`src/rtl/conv_kernel_loader.sv`:
```
// Convolution kernel/bias loader: streams a 3x3 kernel or one bias word from the
// weight ROM into the kernel array / bias register, with stall and abort support.
module conv_kernel_loader #(
    parameter int WIDTH        = 32,
    parameter int KERNEL_SIZE  = 3,
    parameter int TOTAL_WEIGHT = 4,
    parameter int ADDR_WIDTH   = 6
) (
    input  logic                  clk,
    input  logic                  rst_n,
    input  logic                  enable,
    input  logic [1:0]            cmd,
    input  logic [1:0]            kernel_sel,
    output logic                  rom_rd_en,
    output logic [ADDR_WIDTH-1:0] rom_addr,
    input  logic [WIDTH-1:0]      rom_data,
    output logic                  kernel_wr_en,
    output logic [3:0]            kernel_wr_idx,
    output logic [WIDTH-1:0]      kernel_wr_data,
    output logic                  bias_wr_en,
    output logic [WIDTH-1:0]      bias_wr_data,
    output logic [1:0]            ack,
    output logic                  busy
);

    localparam int                    TAPS       = KERNEL_SIZE * KERNEL_SIZE;
    localparam logic [3:0]            LAST_TAP   = 4'(TAPS - 1);
    localparam logic [ADDR_WIDTH-1:0] TAP_STRIDE = ADDR_WIDTH'(TAPS);
    localparam logic [ADDR_WIDTH-1:0] BIAS_BASE  = ADDR_WIDTH'(TOTAL_WEIGHT * TAPS);

    localparam logic [1:0] CMD_LOAD_KERNEL = 2'd1;
    localparam logic [1:0] CMD_LOAD_BIAS   = 2'd2;
    localparam logic [1:0] CMD_ABORT       = 2'd3;

    localparam logic [1:0] ACK_IDLE       = 2'd0;
    localparam logic [1:0] ACK_KERNEL_FIN = 2'd1;
    localparam logic [1:0] ACK_BIAS_FIN   = 2'd2;
    localparam logic [1:0] ACK_ABORTED    = 2'd3;

    typedef enum logic [1:0] {
        S_IDLE,
        S_FETCH,
        S_DRAIN,
        S_DONE
    } state_t;

    state_t                state, state_nxt;
    logic [3:0]            tap, tap_nxt;
    logic                  is_bias, is_bias_nxt;
    logic                  aborted, aborted_nxt;
    logic                  rom_rd_en_nxt;
    logic [ADDR_WIDTH-1:0] rom_addr_nxt;
    logic                  kernel_wr_en_nxt;
    logic [3:0]            kernel_wr_idx_nxt;
    logic                  bias_wr_en_nxt;
    logic [1:0]            ack_nxt;
    logic                  busy_nxt;

    logic accept;
    logic last_issued;
    logic abort_req;

    // The first read is issued on the accepting edge, so FETCH always has a read
    // outstanding or behind it; tap therefore names the most recently issued read.
    assign accept      = (state == S_IDLE) && enable &&
                         ((cmd == CMD_LOAD_KERNEL) || (cmd == CMD_LOAD_BIAS));
    assign last_issued = rom_rd_en && (is_bias || (tap == LAST_TAP));
    assign abort_req   = (cmd == CMD_ABORT);

    assign kernel_wr_data = rom_data;
    assign bias_wr_data   = rom_data;

    // NOTE: sequential state uses non-blocking assignments so every register
    // samples the pre-edge values of its neighbours.
    always_ff @(posedge clk or negedge rst_n) begin
        if (!rst_n) begin
            state <= S_IDLE;
        end else begin
            state <= state_nxt;
        end
    end

    always_comb begin
        state_nxt = state;
        unique case (state)
            S_IDLE:  if (accept) state_nxt = S_FETCH;
            S_FETCH: if (abort_req || last_issued) state_nxt = S_DRAIN;
            S_DRAIN: state_nxt = S_DONE;
            S_DONE:  state_nxt = S_IDLE;
            default: state_nxt = S_IDLE;
        endcase
    end

    // NOTE: every signal gets a default before the case so no path leaves it
    // unassigned, which would otherwise infer a latch.
    always_comb begin
        rom_rd_en_nxt     = 1'b0;
        rom_addr_nxt      = rom_addr;
        tap_nxt           = tap;
        is_bias_nxt       = is_bias;
        aborted_nxt       = aborted;
        ack_nxt           = ACK_IDLE;
        busy_nxt          = busy;
        // Each issued read turns into exactly one write on the following cycle,
        // even when an abort is arriving, so in-flight data always lands.
        kernel_wr_en_nxt  = rom_rd_en && !is_bias;
        bias_wr_en_nxt    = rom_rd_en && is_bias;
        kernel_wr_idx_nxt = tap;

        unique case (state)
            S_IDLE: begin
                if (accept) begin
                    rom_rd_en_nxt = 1'b1;
                    tap_nxt       = 4'd0;
                    is_bias_nxt   = (cmd == CMD_LOAD_BIAS);
                    aborted_nxt   = 1'b0;
                    busy_nxt      = 1'b1;
                    rom_addr_nxt  = (cmd == CMD_LOAD_BIAS)
                                  ? BIAS_BASE + ADDR_WIDTH'(kernel_sel)
                                  : ADDR_WIDTH'(kernel_sel) * TAP_STRIDE;
                end
            end
            S_FETCH: begin
                if (abort_req) begin
                    aborted_nxt = 1'b1;
                end else if (!last_issued && enable) begin
                    rom_rd_en_nxt = 1'b1;
                    tap_nxt       = tap + 4'd1;
                    rom_addr_nxt  = rom_addr + ADDR_WIDTH'(1);
                end
            end
            S_DRAIN: begin
                if (abort_req) aborted_nxt = 1'b1;
                if (aborted || abort_req) ack_nxt = ACK_ABORTED;
                else if (is_bias)         ack_nxt = ACK_BIAS_FIN;
                else                      ack_nxt = ACK_KERNEL_FIN;
            end
            S_DONE: begin
                busy_nxt = 1'b0;
            end
            default: begin
                busy_nxt = 1'b0;
            end
        endcase
    end

    always_ff @(posedge clk or negedge rst_n) begin
        if (!rst_n) begin
            tap           <= 4'd0;
            is_bias       <= 1'b0;
            aborted       <= 1'b0;
            rom_rd_en     <= 1'b0;
            rom_addr      <= '0;
            kernel_wr_en  <= 1'b0;
            kernel_wr_idx <= 4'd0;
            bias_wr_en    <= 1'b0;
            ack           <= ACK_IDLE;
            busy          <= 1'b0;
        end else begin
            tap           <= tap_nxt;
            is_bias       <= is_bias_nxt;
            aborted       <= aborted_nxt;
            rom_rd_en     <= rom_rd_en_nxt;
            rom_addr      <= rom_addr_nxt;
            kernel_wr_en  <= kernel_wr_en_nxt;
            kernel_wr_idx <= kernel_wr_idx_nxt;
            bias_wr_en    <= bias_wr_en_nxt;
            ack           <= ack_nxt;
            busy          <= busy_nxt;
        end
    end

endmodule
```
`config.mk`:
```
export PLATFORM = sky130hd
export DESIGN_NAME = conv_kernel_loader
export DESIGN_NICKNAME = d
export VERILOG_FILES = /design/src/rtl/conv_kernel_loader.sv
export SDC_FILE = /design/constraint.sdc
export NUM_CORES = 1
export LEC_CHECK = 0
export BUFFER_PORTS_ARGS = -buffer_cell sky130_fd_sc_hd__clkbuf_2
export CORE_MARGIN = 3
export CORE_UTILIZATION = 42
export CTS_CLUSTER_SIZE = 14
export DETAILED_ROUTE_END_ITERATION = 8
export PLACE_DENSITY_LB_ADDON = 0.3
export SETUP_SLACK_MARGIN = 0.02
export SLEW_MARGIN = 20
export SYNTH_ARGS = -nofsm -noshare
export SYNTH_HDL_FRONTEND = slang
export SYNTH_SLANG_ARGS = --single-unit
```
`constraint.sdc`:
```
create_clock -name clk -period 2.7 [get_ports clk]
set_clock_uncertainty 0.2 [all_clocks]
set_input_delay 0.405 -clock clk [delete_from_list [all_inputs] [get_ports clk]]
set_output_delay 0.405 -clock clk [all_outputs]
set_load 0.005 [all_outputs]
```
== Word-level counts from Yosys, hierarchy flattened ==
Cells that the tools add are included.

* Add/subtract/negate cells: 3
* Multiplexer cells: 24
* Multipliers: 1
* Reductions and logical operators: 22
* Equality and inequality tests: 12

{| class="wikitable"
|+ Operator list
! kind !! number
|-
| two-way mux 6 bit || 4
|-
| two-way mux 4 bit || 3
|-
| one-hot mux 6 bit (2 select lines) || 1
|-
| two-way mux 2 bit || 5
|-
| == test 2 bit, second input constant || 4
|-
| != test 2 bit, second input constant || 4
|-
| one-hot mux 2 bit (4 select lines) || 1
|-
| one-hot mux 4 bit (2 select lines) || 1
|-
| adder 6 x 1 -> 6 bit, second input constant || 1
|-
| adder 6 x 2 -> 6 bit, first input constant || 1
|-
| logical AND 1 bit || 6
|-
| multiplier 2 x 4 -> 6 bit, second input constant || 1
|-
| two-way mux 1 bit || 6
|-
| one-hot mux 1 bit (2 select lines) || 3
|-
| AND reduction 2 bit || 3
|-
| nonzero test 2 bit || 3
|-
| adder 4 x 1 -> 4 bit, second input constant || 1
|-
| == test 2 x 1 -> 1 bit, second input constant || 2
|-
| == test 4 bit, second input constant || 1
|-
| logical OR 1 bit || 4
|-
| AND reduction 4 bit || 1
|-
| AND reduction 3 bit || 1
|-
| zero test 1 bit || 2
|-
| zero test 2 bit || 1
|-
| other kinds (2) || 2
|}

* Logic and storage cells: 73
* Output and inout bits: 80
* Bits in registers: 24

== Logic depth before layout (Yosys ltp) ==
* Word-level depth: 8
* Depth in mapped cells: 8

== Least setup slack after synthesis ==
Ideal clock, no wire load.

* Path type: reg2reg
* Start: register state[1]
* End: register state[1]
* Path slack: 0.651 ns
* Clock period less this slack: 2.049 ns
* Arrival: 1.725 ns
* Required time: 2.375 ns
* Stages on the path, launching flop included: 9
* Path through: dfrtp_1 inv_1 ha_1 buf_4 and2b_1 and3_1 buf_4 a21oi_2 mux2_2

* Longest elaborated chain between the ends: 5
* Elaborated cells between the ends (all ways): 10

{| class="wikitable"
|+ RTL lines
! item !! RTL line !! text
|-
| start: declaration || 47 || <nowiki>state_t state, state_nxt;</nowiki>
|-
| start signal: assignment || 79 || <nowiki>state <= state_nxt;</nowiki>
|-
| zero test 2 bit || 65, 85 ||
|-
| logical AND 1 bit (2 in series) || 65 || <nowiki>assign accept = (state == S_IDLE) && enable &&</nowiki>
|-
| != test 2 bit (no source line) || n/a ||
|-
| AND reduction 2 bit (no source line) || n/a ||
|}

Several ways; a longest one is shown, not always the timed one.
A chain may end at the register's enable or synchronous reset.

== Worst setup path in the final report ==
* Start: register state[1]
* End: register rom_addr[5]

* Longest elaborated chain between the ends: 5
* Elaborated cells between the ends (all ways): 10

{| class="wikitable"
|+ RTL lines
! item !! RTL line !! text
|-
| zero test 2 bit || 65, 110 ||
|-
| logical AND 1 bit (2 in series) || 65 ||
|-
| != test 2 bit (no source line) || n/a ||
|-
| AND reduction 4 bit (no source line) || n/a ||
|-
| end signal: assignment || 164 || <nowiki>rom_addr <= rom_addr_nxt;</nowiki>
|-
| end: declaration || 15 || <nowiki>output logic [ADDR_WIDTH-1:0] rom_addr,</nowiki>
|}

Several ways; a longest one is shown, not always the timed one.

==> flow_results.xml <==
<?xml version="1.0" encoding="UTF-8"?>
<metrics>
  <group name="yosys">
    <metric name="synthesis.nets" unit="">233</metric>
    <metric name="synth.cell_area" unit="um^2">1760</metric>
    <metric name="flip_flop_and_latch_count_after_synthesis" unit="">24</metric>
    <metric name="synthMostInstantiatedCell" unit="">sky130_fd_sc_hd__buf_4</metric>
    <metric name="synth_cell_types" unit="">38</metric>
    <metric name="yosysWarnings" unit="">0</metric>
    <metric name="postSynthCellCount" unit="">184</metric>
    <metric name="synth_edf_count" unit="">0</metric>
    <metric name="cell_accounting_for_the_most_synthesized_area" unit="">sky130_fd_sc_hd__dfrtp_1</metric>
    <metric name="seq_area_frac_synth" unit="%">34.1</metric>
    <metric name="postSynthAreaPerCell" unit="um^2">9.56</metric>
    <metric name="synthArstFlopShare" unit="%">100</metric>
    <metric name="dominantRegCellSynth" unit="">sky130_fd_sc_hd__dfrtp_1</metric>
    <metric name="post-synth-top-area-fraction" unit="%">34.1</metric>
    <metric name="synth_top_cells_by_area" unit="">sky130_fd_sc_hd__dfrtp_1 (34%), sky130_fd_sc_hd__buf_4 (28%), sky130_fd_sc_hd__ha_1 (7.1%)</metric>
    <metric name="synthTopCellsByCount" unit="">sky130_fd_sc_hd__buf_4 (66), sky130_fd_sc_hd__dfrtp_1 (24), sky130_fd_sc_hd__o21ai_0 (11), sky130_fd_sc_hd__ha_1 (10), sky130_fd_sc_hd__inv_1 (10)</metric>
  </group>
  <group name="clock_network">
    <metric name="worstSkewPairLatency" unit="ns">0.26</metric>
    <metric name="tritoncts" unit="">done</metric>
    <metric name="cts.path.max_buffers" unit="">2</metric>
    <metric name="clock_tree.root_cell" unit="">sky130_fd_sc_hd__clkbuf_8</metric>
    <metric name="clk_transition_reported_paths" unit="ns">0.08</metric>
    <metric name="total_cts_buffers" unit="">3</metric>
    <metric name="post-cts-setup-buffer-count" unit="">0</metric>
    <metric name="clock_tree.htree_level_count" unit="">1</metric>
    <metric name="cts.sink_count" unit="">24</metric>
  </group>
  <group name="grt">
    <metric name="wire_length_of_the_first_global_routing_pass" unit="um">5030</metric>
    <metric name="grt_antenna_before_repair" unit="">0</metric>
    <metric name="overflow" unit="">0</metric>
    <metric name="grt_max_degree" unit="">25</metric>
    <metric name="groute.usage.overall" unit="%">12.5</metric>
    <metric name="first_global_vias" unit="">1018</metric>
  </group>
  <group name="sta">
    <metric name="total_neg_setup_slack" unit="ns">0</metric>
    <metric name="hold_slack" unit="ns">0.212</metric>
    <metric name="hold_viol" unit="">0</metric>
    <metric name="timing.fmax" unit="MHz">413</metric>
    <metric name="finalCriticalPeriod" unit="ns">2.42</metric>
    <metric name="layout_worst_path_cycle_share" unit="%">89.7</metric>
    <metric name="max_transition_margin" unit="%">60.1</metric>
    <metric name="rsz0062_at_grt" unit="">no</metric>
    <metric name="final-setup-viol-count" unit="">0</metric>
    <metric name="tightest_slew" unit="ns">0.599</metric>
    <metric name="timing.final.max_slew_violations" unit="">0</metric>
  </group>
  <group name="worst_setup_path">
    <metric name="worstPathArrival" unit="ns">2.38</metric>
    <metric name="kind_of_launch_point_of_the_worst_setup_path" unit="">flop</metric>
    <metric name="worst-endpoint-required" unit="ns">2.65</metric>
    <metric name="worst_setup_path_end_kind" unit="">flop</metric>
    <metric name="crit_path_max_fanout" unit="">10</metric>
    <metric name="timing_worst_setup_path_type" unit="">reg -&gt; reg</metric>
  </group>
  <group name="pwr">
    <metric name="p_total" unit="mW">1.60</metric>
    <metric name="power-per-cell-area" unit="nW/um^2">1060</metric>
    <metric name="max-vdd-ir-drop" unit="mV">0.282</metric>
    <metric name="p_leak" unit="nW">0.758</metric>
  </group>
  <group name="layout">
    <metric name="number_of_nets_in_the_final_layout" unit="">194</metric>
    <metric name="antenna_cells_inserted" unit="">0</metric>
    <metric name="areaGrowthSynthToFinish" unit="%">-14.5</metric>
    <metric name="fillerInstances" unit="">388</metric>
    <metric name="final_layout_size_suffix_gt1_share" unit="%">22.2</metric>
  </group>
  <group name="status">
    <metric name="run_status" unit="">complete, no violations</metric>
  </group>
  <group name="floorplanning">
    <metric name="start_util" unit="%">45.6</metric>
    <metric name="core_region_area" unit="um^2">3850</metric>
    <metric name="ioPinCount" unit="">119</metric>
    <metric name="die-height" unit="um">70.7</metric>
    <metric name="area_of_the_die" unit="um^2">5000</metric>
    <metric name="fp-row-count" unit="">22</metric>
    <metric name="die_width" unit="um">70.7</metric>
  </group>
  <group name="job">
    <metric name="max_cap_viol_count" unit="">0</metric>
  </group>
  <group name="drt">
    <metric name="route.detailed.drc" unit="">0</metric>
    <metric name="antenna_violating_nets_post_route" unit="">0</metric>
    <metric name="iteration_0_drc_count_of_the_detailed_router" unit="">49</metric>
    <metric name="route.detailed.wl_per_inst" unit="um">16.2</metric>
    <metric name="drt_pre_antenna_iters" unit="">4</metric>
    <metric name="num_vias" unit="">1040</metric>
    <metric name="routed_wirelength" unit="um">3110</metric>
    <metric name="via_per_inst" unit="">5.42</metric>
  </group>
  <group name="placement">
    <metric name="hpwl" unit="um">2440</metric>
    <metric name="place_congestion" unit="">0.848</metric>
    <metric name="io_buffer_count" unit="">22</metric>
  </group>
  <group name="hold_path">
    <metric name="min_delay_path_class" unit="">in -&gt; reg</metric>
  </group>
</metrics>
[routing by layer]
layer	GRT usage, %	part of all wire (%)	vias up
li1	-	-	482
met1	14.5	37	485
met2	18.9	49	46
met3	4.83	9.3	27
met4	8.35	4.8	0
met5	0	0	-
[stage by stage]
step	instances	setup slack, ns	area (um^2)	util (%)
CTS	192	0.268	1500	39.0
finish	192	0.277	1500	39.0
floorplan	184	0.651	1760	-
global route	192	0.0464	1500	39.0
global placement	187	0.384	1420	36.9
detailed placement	187	0.282	1420	36.9
[path summary, 6_finish.rpt]
check	end	depth (start not counted)	startpoint	slack (ns)
setup / recovery	rom_addr[5]$_DFFE_PN0P_	6	state[1]$_DFFE_PN0P_	0.28
hold / removal	rom_rd_en$_DFF_PN0_	2	enable	0.21
setup reg to reg	rom_addr[5]$_DFFE_PN0P_	6	state[1]$_DFFE_PN0P_	0.28
hold reg to reg	kernel_wr_idx[3]$_DFF_PN0_	0	kernel_wr_idx_nxt[3]$_DFFE_PN0P_	0.24
max in group asynchronous	rom_addr[1]$_DFFE_PN0P_	2	rst_n	1.43
min in group asynchronous	kernel_wr_idx[3]$_DFF_PN0_	2	rst_n	0.48
[report_power, final]
part           internal (mW)  leakage, nW  switching, mW
Combinational          0.308        0.414          0.357
Sequential             0.503        0.308          0.123
Clock                  0.198       0.0357          0.113
[state kept, by name, indices dropped and copies added, names as in the netlist]
name and count:
bias_wr_en 1, rom_addr 6, kernel_wr_idx_nxt 4, kernel_wr_idx 4, rom_rd_en 1, aborted 1, kernel_wr_en 1, ack 2
is_bias 1, busy 1, state 2
[cell families (layout without fill, tap and decap cells)]
family                     Yosys count  count (layout)  share of synthesized area, %
AOI/OAI and AO/OA                   36              36                          14.7
adders and majority gates           10              10                          7.11
buffers and inverters               77              37                          30.9
DFF                                 24              24                          34.1
muxes                                5               5                          2.99
and+or+nand+nor                     32              32                          10.2
[placed cells by master (no fill, tap or decap), drive strengths merged, types with 2 or more instances in the layout]
| cell | n |
|---|---|
| clkbuf | 25 |
| dfrtp | 24 |
| o21ai | 13 |
| inv | 10 |
| ha | 10 |
| nand2 | 7 |
| a31oi | 5 |
| nor2 | 4 |
| and3 | 4 |
| nor2b | 4 |
| nand4 | 3 |
| mux2i | 3 |
| a21oi | 3 |
| nand4b | 2 |
| mux2 | 2 |
| nand3 | 2 |
| nand2b | 2 |
| a21o | 2 |
| a221o | 2 |
| a21boi | 2 |
[timing repair]
action | CTS | global route
endpoints found under the hold margin | 24 | 0
hold buffers | 1 | 0
gates resized for setup | 0 | 0
[critical path, stage by stage (launching register included)]
cell and delay, ns:
sky130_fd_sc_hd__dfrtp_1 0.42, sky130_fd_sc_hd__inv_1 0.11, sky130_fd_sc_hd__ha_1 0.40, sky130_fd_sc_hd__and2b_1 0.25, sky130_fd_sc_hd__and3_1 0.36, sky130_fd_sc_hd__o21ai_1 0.19, sky130_fd_sc_hd__a221o_1 0.38
[cell type report]
type	instances	area (um^2)	area share, %
multi-input combinational	83	614	40.8
sequential	24	601	39.9
timing repair buffer	23	120	7.99
tap	48	60.1	3.99
clock buffer	3	41.3	2.75
inverter	10	37.5	2.50
clock inverter	1	30.0	2.00
No activity file was read; power rests on OpenSTA's default activity.
